[src/rtl/mux_pkg.sv]
// Shared constants and helpers for the N-channel scheduled output multiplexer.
package mux_pkg;

    localparam logic MODE_FIXED       = 1'b0;
    localparam logic MODE_ROUND_ROBIN = 1'b1;

    function automatic int wrap_inc(input int v, input int n);
        return (v + 1 >= n) ? 0 : v + 1;
    endfunction

endpackage

[src/rtl/rr_arbiter.sv]
// Combinational round-robin search: first requester at or after ptr, wrapping modulo N_CH.
module rr_arbiter #(
    parameter int N_CH  = 4,
    parameter int SEL_W = $clog2(N_CH)
) (
    input  logic [N_CH-1:0]  req,
    input  logic [SEL_W-1:0] ptr,
    output logic [N_CH-1:0]  gnt_oh,
    output logic [SEL_W-1:0] gnt_idx,
    output logic             any_valid
);

    int               idx_int;
    logic [SEL_W-1:0] idx;
    logic             found;

    // NOTE: every combinational output gets a default first, so no path leaves it unassigned (no latch).
    always_comb begin
        gnt_oh  = '0;
        gnt_idx = '0;
        found   = 1'b0;
        idx_int = 0;
        idx     = '0;
        for (int i = 0; i < N_CH; i++) begin
            idx_int = int'(ptr) + i;
            if (idx_int >= N_CH) idx_int = idx_int - N_CH;
            idx = SEL_W'(idx_int);
            if (!found && req[idx]) begin
                found       = 1'b1;
                gnt_idx     = idx;
                gnt_oh[idx] = 1'b1;
            end
        end
    end

    assign any_valid = |req;

endmodule

[src/rtl/mux_sched_nw.sv]
// N-channel registered multiplexer with fixed or round-robin selection and a valid/ready output.
module mux_sched_nw
    import mux_pkg::*;
#(
    parameter int N_CH  = 4,
    parameter int W     = 4,
    parameter int SEL_W = $clog2(N_CH)
) (
    input  logic              inClk,
    input  logic              inRst,
    input  logic [N_CH*W-1:0] inData,
    input  logic [N_CH-1:0]   inValid,
    output logic [N_CH-1:0]   outAck,
    input  logic              inMode,
    input  logic [SEL_W-1:0]  inSel,
    input  logic              inSelLoad,
    output logic              outSelErr,
    output logic [W-1:0]      outData,
    output logic [SEL_W-1:0]  outCh,
    output logic              outValid,
    input  logic              inReady
);

    logic [SEL_W-1:0] sel_q, sel_d;
    logic [SEL_W-1:0] rr_ptr_q, rr_ptr_d;
    logic [W-1:0]     out_data_q, out_data_d;
    logic [SEL_W-1:0] out_ch_q, out_ch_d;
    logic             out_valid_q, out_valid_d;
    logic             sel_err_q, sel_err_d;

    logic [W-1:0]     ch_data [N_CH];
    logic [N_CH-1:0]  rr_gnt_oh;
    logic [SEL_W-1:0] rr_gnt_idx;
    logic             rr_any;
    logic [SEL_W-1:0] grant;
    logic             grant_valid;
    logic             cap;
    logic             sel_ok;

    rr_arbiter #(.N_CH(N_CH), .SEL_W(SEL_W)) u_rr (
        .req       (inValid),
        .ptr       (rr_ptr_q),
        .gnt_oh    (rr_gnt_oh),
        .gnt_idx   (rr_gnt_idx),
        .any_valid (rr_any)
    );

    always_comb begin
        for (int k = 0; k < N_CH; k++) ch_data[k] = inData[k*W +: W];
    end

    always_comb begin
        if (inMode == MODE_ROUND_ROBIN) begin
            grant       = rr_gnt_idx;
            grant_valid = rr_any;
        end else begin
            grant       = sel_q;
            grant_valid = inValid[sel_q];
        end
        cap    = grant_valid && (!out_valid_q || inReady);
        sel_ok = int'(inSel) < N_CH;
    end

    // Acknowledge is masked during reset because the capture it reports will not happen.
    assign outAck = (cap && !inRst) ? (N_CH'(1) << grant) : '0;

    always_comb begin
        sel_d       = sel_q;
        rr_ptr_d    = rr_ptr_q;
        out_data_d  = out_data_q;
        out_ch_d    = out_ch_q;
        out_valid_d = out_valid_q;
        sel_err_d   = inSelLoad && !sel_ok;

        if (cap) begin
            out_data_d  = ch_data[grant];
            out_ch_d    = grant;
            out_valid_d = 1'b1;
            if (inMode == MODE_ROUND_ROBIN) rr_ptr_d = SEL_W'(wrap_inc(int'(grant), N_CH));
        end else if (out_valid_q && inReady) begin
            out_valid_d = 1'b0;
        end

        // A software preset overrides the round-robin advance taken in the same cycle.
        if (inSelLoad && sel_ok) begin
            sel_d    = inSel;
            rr_ptr_d = inSel;
        end
    end

    // NOTE: state updates use non-blocking assignment so every flop samples pre-edge values.
    // NOTE: the data register is reset too, since a reset must leave outData observably zero.
    always_ff @(posedge inClk) begin
        if (inRst) begin
            sel_q       <= '0;
            rr_ptr_q    <= '0;
            out_data_q  <= '0;
            out_ch_q    <= '0;
            out_valid_q <= 1'b0;
            sel_err_q   <= 1'b0;
        end else begin
            sel_q       <= sel_d;
            rr_ptr_q    <= rr_ptr_d;
            out_data_q  <= out_data_d;
            out_ch_q    <= out_ch_d;
            out_valid_q <= out_valid_d;
            sel_err_q   <= sel_err_d;
        end
    end

    assign outData   = out_data_q;
    assign outCh     = out_ch_q;
    assign outValid  = out_valid_q;
    assign outSelErr = sel_err_q;

endmodule

[config.mk]
export PLATFORM = sky130hd
export DESIGN_NAME = mux_sched_nw
export DESIGN_NICKNAME = d
export VERILOG_FILES = /design/src/rtl/mux_pkg.sv /design/src/rtl/rr_arbiter.sv /design/src/rtl/mux_sched_nw.sv
export SDC_FILE = /design/constraint.sdc
export NUM_CORES = 1
export LEC_CHECK = 0
export BUFFER_PORTS_ARGS = -buffer_cell sky130_fd_sc_hd__buf_2
export CAP_MARGIN = 30
export CORE_MARGIN = 4
export CORE_UTILIZATION = 40
export CTS_BUF_LIST = sky130_fd_sc_hd__clkbuf_2
export CTS_CLUSTER_DIAMETER = 60
export DETAILED_ROUTE_END_ITERATION = 8
export HOLD_SLACK_MARGIN = 0.06
export MAX_ROUTING_LAYER = met4
export PLACE_DENSITY_LB_ADDON = 0.2
export SLEW_MARGIN = 30
export SYNTH_ARGS = -nofsm -noshare
export SYNTH_HDL_FRONTEND = slang
export SYNTH_SLANG_ARGS = --single-unit
[constraint.sdc]
create_clock -name inClk -period 2 [get_ports inClk]
set_input_delay 0.2 -clock inClk [delete_from_list [all_inputs] [get_ports inClk]]
set_output_delay 0.2 -clock inClk [all_outputs]
set_load 0.05 [all_outputs]
Yosys cells after proc, flatten, opt, wreduce, memory -nomap -nowiden
Cells that the tools add are included.
{ "totals": {"ff_bits": 11, "out_inout_bits": 12, "word_cells": 76} }
{ "op_classes": {"addsub": 8, "magnitude_cmp": 11, "n_shift": 1, "mux": 33, "bitwise_logic": 1, "n_reduce_logical": 17} }
{ "ops": {"columns": ["operator", "n"], "rows": [
  ["2-bit two-way mux", 13],
  ["3-bit >= comparator, second input constant", 5],
  ["2-bit by 3-bit less-than comparator with 1-bit output, second input constant", 5],
  ["4-bit two-way mux", 3],
  ["1-bit two-way mux", 11],
  ["1-bit binary-select mux with 2-bit select", 5],
  ["4-bit binary-select mux with 2-bit select", 1],
  ["2-bit by 1-bit subtractor with 2-bit output, second input constant", 4],
  ["2-bit by 1-bit adder with 3-bit output, second input constant", 2],
  ["2-bit by 2-bit adder with 3-bit output, second input constant", 2],
  ["1-bit logical AND", 6],
  ["2-bit nonzero test", 3],
  ["1-bit logical NOT", 5],
  ["4-bit OR reduction", 1],
  ["1-bit by 2-bit << shifter with 4-bit output, first input constant", 1],
  ["2-bit by 3-bit >= comparator with 1-bit output, second input constant", 1],
  ["2-bit inverter with 3-bit output", 1],
  ["2-bit AND reduction", 1],
  ["1-bit logical OR", 1]
]} }

Logic depth before layout (Yosys ltp)
{ "depth": {"ltp_word": 21, "mapped_depth": 9, "depth_no_buf": 8} }

By module
Synthesis repeated with hierarchy kept, for this count alone.
{ "hier_totals": {"hier_cells": 127, "hier_area_um2": 1148.6} }
{ "by_module_without_submodules": {"columns": ["mod", "n_inst", "cells_each", "area_each_um2", "seq_area_each_um2"], "rows": [
  ["mux_sched_nw", 1, 78, 737.0, 220.2],
  ["rr_arbiter", 1, 49, 411.6, 0.0]
]} }

Worst setup path before layout
Ideal clock, no wire load.
{ "synth_timing": {"path_type": "flip-flop to output port", "from": "register sel_q[0]", "to": "output port outAck[0]", "arrival_ps": 2422, "setup_slack_ps": -622, "path_stages_with_launch": 9, "n_path_buf": 2, "cell_sequence": "dfxtp_1 -> o32a_2 -> nor2_1 -> o21a_1 -> nand2b_4 -> buf_6 -> or2_0 -> buf_6 -> nor3_1"} }
{ "synth_between": {"elab_chain_len": 6, "elab_cells_between_ends": 8} }
{ "synth_lines": {"columns": ["element", "line_no", "text"], "rows": [
  ["start: declaration", "mux_sched_nw.sv:24", "logic [SEL_W-1:0] sel_q, sel_d;"],
  ["start signal: assignment", "mux_sched_nw.sv:102", "sel_q <= sel_d;"],
  ["1-bit binary-select mux with 2-bit select", "mux_sched_nw.sv:58", "grant_valid = inValid[sel_q];"],
  ["1-bit two-way mux (not written as such)", "mux_sched_nw.sv:58", null],
  ["1-bit two-way mux", "mux_sched_nw.sv:53", "if (inMode == MODE_ROUND_ROBIN) begin"],
  ["1-bit logical AND", "mux_sched_nw.sv:60", "cap = grant_valid && (!out_valid_q || inReady);"],
  ["1-bit logical AND", "mux_sched_nw.sv:65", "assign outAck = (cap && !inRst) ? (N_CH'(1) << grant) : '0;"],
  ["4-bit two-way mux *", "mux_sched_nw.sv:65", null],
  ["end: declaration", "mux_sched_nw.sv:13", "output logic [N_CH-1:0] outAck,"]
]} }
Mark *: on every way between the ends. The rest lies on a longest branch, timed or not. The select of a mux whose other input is x is not followed.

Worst setup path in the final report
{ "layout_timing": {"from": "register sel_q[0]", "to": "output port outAck[3]"} }
Same word-level chain as after synthesis.

==> results.yml <==
run_status:
  violations: "setup timing"
  status: "finished, violations left"
clock_tree:
  cts-root-buf: "clkbuf_2"
  cts_hold_buf: 0
  cts_htree_levels: 1
  cts_num_sinks: 11
  numCtsBuffers: 3
  clkTransAtPathRegs_ns: 0.11
  clock_latency_ns: 0.25
  cts_tree: "done"
  cts_buffer_depth: 2
critical_path:
  reg2reg_to: "outData[3]$_SDFFE_PP0P_"
  rr_worst_depth: 8
  cp_common_cell: "buf_6"
  required_ns: 1.80
  startpoint: "sel_q[0]$_SDFFE_PP0P_"
  r2r_slack_ns: 0.23
  crit_path_cell_trace: "or2b_2 -> a21oi_2 -> o21a_1 -> nand2b_4 -> or2_0 -> buf_6 -> nor2_2 -> buf_6"
  cp_slowest_cell: "dfxtp_4"
  cp_slowest_stage_delay_ns: 0.38
  path_class: "flip-flop to output port"
  worstSetupEndpointType: "output port"
  crit_fanout: 6
  regToRegStartpoint: "sel_q[0]$_SDFFE_PP0P_"
  worstSetupStartpointType: "flip-flop"
  arrival_ns: 1.81
  path_buf_inv: 2
  cp_top_family: "simple AND/OR/NAND/NOR gates"
synth:
  syn_inst: 101
  syn-num-nets: 129
  synthTopCellsByArea: "dfxtp_1, a221oi_1, and3_1"
  syn-cell-area_sq_um: 833
  yosysSeqAreaShare: 0.264
  async_flop_share: 0
  yosysUniqueCellTypes: 34
  synth.top_cell.area_share: 0.264
  synth_edf_count: 0
  avgSynthCellArea_sq_um: 8.25
  ys_seq_elements: 11
  ys_warn_count: 0
  synth_largest_area_cell: "dfxtp_1"
  synth_ff_type: "dfxtp_1"
timing:
  setup_viol: 4
  tns_ns: -0.0318
  hold_viol: 0
  finClkSkew_ns: 0.000958
  slew_violations: 0
  finalCriticalPeriod_ns: 2.01
  setup_slack_ns: -0.00934
  rsz0062_at_grt: "yes"
  fmax_mhz: 498
  fin_crit_sh: 1.00
place:
  placed_cells: 166
  globalplace.congestion: 0.895
  dp.final_hpwl_mm: 1.76
  place_area_sq_mm: 0.00108
  port_buffers: 37
routing:
  drt_wl_total_mm: 2.35
  ant_nets: 0
  wl_per_cell_microns: 13.4
  drtIter0Drc: 24
  num_vias: 958
  avgViaCountPerCell: 5.47
  firstDrtPassIters: 5
  drc: 0
global_routing:
  grtUsageTotal: 0.176
  antenna_found_initial: 0
  grt_use_met3: 0.0499
  grtUsageMet2: 0.331
  grt-ovfl-total: 0
  grt.busiest_layer: "met2"
  grt_pass1_wl_mm: 3.65
  grt_pass1_vias: 920
  use_met1: 0.179
  grt_max_degree: 13
die:
  rows: 16
  core_sq_mm: 0.00196
  die-area_sq_mm: 0.00288
  chipWidth_microns: 53.6
  ios: 39
  die_y_microns: 53.6
  floorplan.initialDensity: 0.425
finish:
  area_growth_pct: 45.3
  seqCellArea_sq_um: 226
  n_antenna_cell: 0
  layout.cells.non_filler: 175
  post-route-util: 0.617
  stdcell_area_sq_mm: 0.00121
  drive_gt1_frac: 0.486
  multi_input_area_sq_um: 592
  n_fill_cell: 195
  fin_nets: 177
power_and_ir_drop:
  leakage_nw: 0.561
  p_per_area_mw_per_mm2: 605
  power_mw: 0.732
  ir_drop_mv: 0.387
min_path:
  hold_path.class: "input pin to flip-flop"
  holdPathStages: 3
  worstHoldEndpoint: "sel_q[1]$_SDFFE_PP0P_"
  worst_hold_startpoint: "inSel[1]"
run:
  maxCapViolCount: 0
[synthesized netlist by cell type (all sizes together), types with 3 or more instances]
master  instances
and3            8
buf             6
nand2           4
o21ai           3
nor2           11
dfxtp          11
o21a            3
inv             6
a221oi          8
a21oi           5
mux2i           4
nand3b          4
nand2b          4
o31ai           4
[final cells by class]
cell class	count	share of cell area
multi-input combinational	78	0.489
timing repair buffer	49	0.261
sequential	11	0.187
tap	27	0.0279
inverter	6	0.0186
clock buffer	4	0.0165
[through the flow]
step	hold WS, ns	setup slack [ns]
after floorplan	0.347	-0.202
after global placement	0.448	0.108
after detailed placement	0.465	0.0860
after CTS	0.192	-0.0353
after global routing	0.197	-0.102
final	0.200	-0.00934
[worst reg2reg max path, cell delays in order, from the launching register on]
cell and delay [ns]:
dfxtp_4 0.37, buf_4 0.14, nor2_2 0.16, nor4_4 0.05, a2bb2oi_2 0.16, nand3_2 0.14, buf_12 0.18, a221oi_1 0.34
o31ai_1 0.12
[placed cells by master, fill, tap and decap left out, types with 4 or more instances in the layout]
| master | n |
|---|---|
| buf_2 | 33 |
| buf_4 | 10 |
| nor2_1 | 8 |
| and3_1 | 8 |
| a221oi_1 | 8 |
| dfxtp_1 | 8 |
| inv_1 | 5 |
| buf_6 | 5 |
| a21oi_1 | 4 |
| nand2_1 | 4 |
| mux2i_1 | 4 |
| nand3b_1 | 4 |
| o31ai_1 | 4 |
| clkbuf_2 | 4 |
[cell families after synthesis]
family | Yosys count | share of synthesized area
buffers and inverters | 12 | 0.0916
adders and majority gates | 2 | 0.0270
muxes | 6 | 0.0751
and+or+nand+nor | 40 | 0.276
AOI/OAI and AO/OA | 29 | 0.261
DFF | 11 | 0.264
other | 1 | 0.00450
[power breakdown]
part	leakage [nW]	switching (mW)	internal [mW]
Clock	0.0166	0.0743	0.0531
Combinational	0.452	0.207	0.143
Sequential	0.0922	0.0128	0.242
[flip-flops by register name, indices dropped and copies added, names as in the netlist]
signal and cells:
outData 4, rr_ptr_q 2, sel_q 2, outCh 2
outValid 1
[layer usage]
layer	up-vias	routed length, microns
li1	469	-
met1	453	915
met2	32	1270
met3	4	148
met4	0	20
met5	-	0
[timing repair]
action / in CTS / in global routing
pin swaps: 4 / 1
hold endpoints to repair: 0 / 0
setup buffers: 5 / 0
resized for setup: 18 / 5
endpoints found under the setup margin: 4 / 4
[how the worst max path moves through the flow]
stage,cells after the start,end,slack (ns)
2_1_floorplan,8,outAck[0],-0.20
3_3_place_gp,8,outAck[3],0.11
3_5_place_dp,8,outAck[0],0.09
4_1_cts,8,outAck[0],-0.04
5_1_grt,8,outAck[0],-0.10
6_report,8,outAck[3],-0.009
Power figures use the tool's default switching activity.
